`config.mk`:
```
export PLATFORM = sky130hd
export DESIGN_NAME = uart_rx
export DESIGN_NICKNAME = d
export VERILOG_FILES = /design/src/rtl/uart_rx.sv
export SDC_FILE = /design/constraint.sdc
export NUM_CORES = 1
export LEC_CHECK = 0
export CAP_MARGIN = 10
export CORE_MARGIN = 3
export CORE_UTILIZATION = 48
export CTS_CLUSTER_DIAMETER = 150
export DETAILED_ROUTE_END_ITERATION = 10
export GPL_ROUTABILITY_DRIVEN = 0
export PLACE_DENSITY = 0.71
export RECOVER_POWER = 25
export SLEW_MARGIN = 10
export SYNTH_ARGS = -nofsm -noshare
export SYNTH_HDL_FRONTEND = slang
export SYNTH_SLANG_ARGS = --single-unit
```
`constraint.sdc`:
```
create_clock -name rxclk -period 1.5 [get_ports rxclk]
set_input_delay 0.15 -clock rxclk [delete_from_list [all_inputs] [get_ports rxclk]]
set_output_delay 0.15 -clock rxclk [all_outputs]
set_load 0.02 [all_outputs]
```
`src/rtl/uart_rx.sv`:
```
// uart_rx: 8N1 UART receiver oversampled at OVERSAMPLE x baud, with a one-byte holding register.
// Define RX_PARITY_EN to insert a parity bit (sense set by PARITY_ODD) between the data bits and stop.
module uart_rx #(
   parameter int OVERSAMPLE = 16,
   parameter int DATA_BITS  = 8,
   parameter int PARITY_ODD = 0
) (
   input  logic                 rxclk,
   input  logic                 reset_n,
   input  logic                 rx_enable,
   input  logic                 rx_in,
   input  logic                 uld_rx_data,
   output logic [DATA_BITS-1:0] rx_data,
   output logic                 rx_empty,
   output logic                 rx_frame_err,
   output logic                 rx_over_run,
   output logic                 rx_parity_err,
   output logic [2:0]           o_dbg_state
);
   localparam int CW = $clog2(OVERSAMPLE);
   localparam int BW = $clog2(DATA_BITS);
   localparam logic [CW-1:0] CNT_MID  = CW'(OVERSAMPLE / 2 - 1);
   localparam logic [CW-1:0] CNT_END  = CW'(OVERSAMPLE - 1);
   localparam logic [BW-1:0] BIT_LAST = BW'(DATA_BITS - 1);
   localparam logic          PAR_SENSE = (PARITY_ODD != 0);

   typedef enum logic [2:0] {S_IDLE, S_START, S_DATA, S_PARITY, S_STOP} state_t;

   state_t               r_state, w_state_nxt;
   logic                 r_sync1, r_rx_s;
   logic                 r_armed, w_armed_nxt;
   logic [CW-1:0]        r_cnt, w_cnt_nxt;
   logic [BW-1:0]        r_bit_idx, w_bit_nxt;
   logic [DATA_BITS-1:0] r_shift, w_shift_nxt;
   logic                 w_done;
   logic                 w_par_err;

`ifdef RX_PARITY_EN
   logic r_par, w_par_nxt;
   assign w_par_err = r_par ^ (^r_shift) ^ PAR_SENSE;
`else
   assign w_par_err = PAR_SENSE & 1'b0;
`endif

   assign o_dbg_state = r_state;

   always_ff @(posedge rxclk or negedge reset_n) begin
      if (!reset_n) begin
         r_sync1   <= 1'b1;
         r_rx_s    <= 1'b1;
         r_state   <= S_IDLE;
         r_armed   <= 1'b0;
         r_cnt     <= '0;
         r_bit_idx <= '0;
         r_shift   <= '0;
`ifdef RX_PARITY_EN
         r_par     <= 1'b0;
`endif
      end else begin
         r_sync1   <= rx_in;
         r_rx_s    <= r_sync1;
         r_state   <= w_state_nxt;
         r_armed   <= w_armed_nxt;
         r_cnt     <= w_cnt_nxt;
         r_bit_idx <= w_bit_nxt;
         r_shift   <= w_shift_nxt;
`ifdef RX_PARITY_EN
         r_par     <= w_par_nxt;
`endif
      end
   end

   always_comb begin
      w_state_nxt = r_state;
      w_armed_nxt = r_armed;
      w_cnt_nxt   = r_cnt + CW'(1);
      w_bit_nxt   = r_bit_idx;
      w_shift_nxt = r_shift;
      w_done      = 1'b0;
`ifdef RX_PARITY_EN
      w_par_nxt   = r_par;
`endif
      case (r_state)
         // A line must be seen high before a start is accepted, so a held break never retriggers.
         S_IDLE: begin
            w_cnt_nxt = '0;
            w_bit_nxt = '0;
            if (r_rx_s) begin
               w_armed_nxt = 1'b1;
            end else if (r_armed) begin
               w_armed_nxt = 1'b0;
               w_state_nxt = S_START;
            end
         end
         S_START: begin
            if (r_cnt == CNT_MID) begin
               w_cnt_nxt   = '0;
               w_bit_nxt   = '0;
               w_state_nxt = r_rx_s ? S_IDLE : S_DATA;
            end
         end
         S_DATA: begin
            if (r_cnt == CNT_END) begin
               w_cnt_nxt   = '0;
               w_shift_nxt = {r_rx_s, r_shift[DATA_BITS-1:1]};
               w_bit_nxt   = r_bit_idx + BW'(1);
               if (r_bit_idx == BIT_LAST) begin
`ifdef RX_PARITY_EN
                  w_state_nxt = S_PARITY;
`else
                  w_state_nxt = S_STOP;
`endif
               end
            end
         end
`ifdef RX_PARITY_EN
         S_PARITY: begin
            if (r_cnt == CNT_END) begin
               w_cnt_nxt   = '0;
               w_par_nxt   = r_rx_s;
               w_state_nxt = S_STOP;
            end
         end
`endif
         S_STOP: begin
            if (r_cnt == CNT_END) begin
               w_cnt_nxt   = '0;
               w_done      = 1'b1;
               w_state_nxt = S_IDLE;
            end
         end
         default: begin
            w_cnt_nxt   = '0;
            w_state_nxt = S_IDLE;
         end
      endcase
      if (!rx_enable) begin
         w_state_nxt = S_IDLE;
         w_armed_nxt = 1'b0;
         w_cnt_nxt   = '0;
         w_bit_nxt   = '0;
         w_done      = 1'b0;
      end
   end

   // Holding register handshake: rx_empty==0 offers rx_data; a one-cycle uld_rx_data consumes it.
   always_ff @(posedge rxclk or negedge reset_n) begin
      if (!reset_n) begin
         rx_data       <= '0;
         rx_empty      <= 1'b1;
         rx_frame_err  <= 1'b0;
         rx_over_run   <= 1'b0;
         rx_parity_err <= 1'b0;
      end else begin
         if (uld_rx_data && !rx_empty) begin
            rx_empty    <= 1'b1;
            rx_over_run <= 1'b0;
         end
         if (w_done) begin
            if (rx_empty || uld_rx_data) begin
               rx_data  <= r_shift;
               rx_empty <= 1'b0;
            end else begin
               rx_over_run <= 1'b1;
            end
            rx_frame_err  <= ~r_rx_s;
            rx_parity_err <= w_par_err;
         end
      end
   end
endmodule

```
==> impl_metrics.ini <==
[outcome]
status = finished clean

[place]
placed_cells_incl_taps = 177
placed_cell_area_um2 = 1830
dpl.hpwl_um = 1940
pre_cts_slack_ns = -0.163
portBuffers = 18

[sta]
max_freq_mhz = 676
grt_setup_unrepaired = true
timing.hold.ws_ns = 0.361
layout_min_cycle_time_ns = 1.48
worstMarginPinSlew_ns = 0.772
fin_skew_ns = 0.00917
setup_viol = 0
timing.final.ws_setup_ns = 0.0198
period_share_pct = 98.7
slew_headroom_pct = 48.5
report.final.slew_viol_count = 0
finalHoldViolations = 0
finalSetupTns_ns = 0

[detailed_routing]
via_count = 1081
drc = 0
wire_per_inst_um = 14.8
vias_per_cell = 5.75
dr.pass1.iters = 4
drtIter0Drc = 52
totalWireLength_um = 2780
ant_nets = 0

[logic_synthesis]
synthCells = 121
syn_avg_cell_area_um2 = 12.1
synth_ff_type = dfrtp_1
syn_area_um2 = 1460
synth.largest_area_cell = dfrtp_1
netlist_top_cells_area = dfrtp_1 (50%), mux2_2 (12%), dfstp_2 (5.4%)
synth_edf_count = 0
yosysWarnings = 0
ys_types = 43
synthArstFlopShare_pct = 100
synth_seq_area_share_pct = 55.0
syn_nets = 129
synth_seq_cells = 32
synthDominantCellAreaShare_pct = 49.6

[power_and_ir_drop]
p_comb_share_pct = 5.1
p_sw_share_pct = 23.2
clkPwrFrac_pct = 35.4
netSwitchingPower_mw = 0.342
power_density_nw_per_um2 = 752
p_int_mw = 1.13
p_leak_nw = 0.982
seqPwrFrac_pct = 59.5
peakVddDrop_uv = 519
total_power_mw = 1.47

[cells_and_area]
fillers = 207
nNetsFinal = 164
fin_cells = 188
ff_latch_area_um2 = 808
final_common_cell = dfrtp_1
multi_input_area_um2 = 688
drive_above_1_share_pct = 35.0
final_cell_mix = dfrtp_1 (26), buf_4 (15), mux2_4 (12)
utilization_pct = 69.2
area_growth_pct = 33.8
fin_area_um2 = 1960
n_antenna_cell = 0

[hold_path]
min_path_cells = 0
min-delay-start = r_sync1
min_to = r_rx_s
worstHoldPathType = flop to flop

[setup_path]
start_kind = flop
end_kind = flop
crit_arrival_ns = 1.70
cp_data_required_time_ns = 1.72
worst-r2r-cell-count = 4
path_max_fanout = 8
r2r_setup_slack_ns = 0.02
r2r_end = r_shift[4]
crit_type = flop to flop
r2r_start = r_cnt[1]

[cts]
cts.sinks = 32
postCtsHoldBufs = 0
clock_latency_ns = 0.33
clk_pin_slew_worst_paths_ns = 0.09
htreeDepth = 2
cts_made_buffers = 5
cts_tree = built
clk_path_buf_depth = 2
root_buffer = clkbuf_4

[die]
dieWidth_um = 61.2
num_rows = 19
ioPinCount = 20
coreArea_um2 = 2830
die_area_um2 = 3750
start_util_pct = 51.7
die_h_um = 61.2

[global_route]
grt_overflow = 0
grt_pass1_vias = 1027
grt_start_max_net_pins = 33
track_usage_pct = 17.7
antenna_found_initial = 0
grt_pass1_wl_um = 4750

[job]
maxCapViolCount = 0
[how the worst max path moves through the flow]
stage | end | slack (ns) | startpoint
after floorplan | rx_data[0] | -0.07 | o_dbg_state[0]
final | r_shift[4] | 0.02 | r_cnt[1]
after global placement | rx_data[5] | -0.15 | rx_enable
after detailed placement | rx_data[6] | -0.16 | rx_enable
after global routing | rx_data[2] | -0.03 | o_dbg_state[1]
after CTS | rx_data[6] | 0.006 | r_cnt[0]
[routing by layer]
metal	GRT usage [%]	routed length (um)
met5	0	0
met2	26.9	1260
met4	9.29	93
met1	23.3	1320
met3	4.40	104
[registers in the layout, indices dropped and copies added, names as in the netlist]
register      flops
r_cnt             4
o_dbg_state       3
rx_over_run       1
r_rx_s            1
rx_frame_err      1
r_bit_idx         3
r_sync1           1
rx_data           8
r_shift           8
r_armed           1
rx_empty          1
[synthesized netlist by cell type, types with 2 or more instances]
cell type,count
o21ai_0,4
nand4_1,2
a32oi_1,2
o211ai_1,2
mux2_2,16
buf_2,4
nor3_1,5
xor2_1,2
ha_1,3
inv_1,4
clkbuf_1,2
and3_1,2
dfstp_2,3
nor2_1,9
a211oi_1,2
a21oi_1,2
nand2_1,3
dfrtp_1,29
[worst max-delay path, cell delays in order (launching register included)]
cell and delay (ns):
dfrtp_1 0.40, ha_4 0.19, and4_4 0.22, and2_4 0.24
mux2_4 0.32
[kinds of logic (layout without fill, tap and decap cells)]
family | after synthesis | in the layout | share of synthesized area [%]
buffers and inverters | 12 | 48 | 3.76
multiplexers | 17 | 17 | 13.0
flip-flops | 32 | 32 | 55.0
AND/OR/NAND/NOR | 34 | 34 | 14.2
AO/OA/AOI/OAI | 19 | 19 | 9.49
other | 1 | 1 | 0.256
adder cells (fa/ha/maj) | 3 | 3 | 2.56
XOR/XNOR | 3 | 3 | 1.80
[area by class of cell]
class,instances,share of cell area (%)
Multi-Input combinational cell,77,35.1
Clock inverter,1,0.383
Tap cell,31,1.98
Timing Repair Buffer,36,17.6
Clock buffer,7,2.81
Sequential cell,32,41.3
Inverter,4,0.767
[repair_timing]
item | 4_1_cts | 5_1_grt
pin swaps | 2 | 4
setup buffers | 1 | 2
gates resized for setup | 6 | 11
setup endpoints to repair | 20 | 22
[power by group through the flow]
stage	combinational, mW	clock (mW)	sequential (mW)
after global placement	0.0753	0	0.893
after global routing	0.0851	0.566	0.877
after floorplan	0.0313	0	0.895
after CTS	0.0771	0.536	0.877
after detailed placement	0.0773	0	0.893
final	0.0748	0.521	0.876
Power figures use the tool's default switching activity.
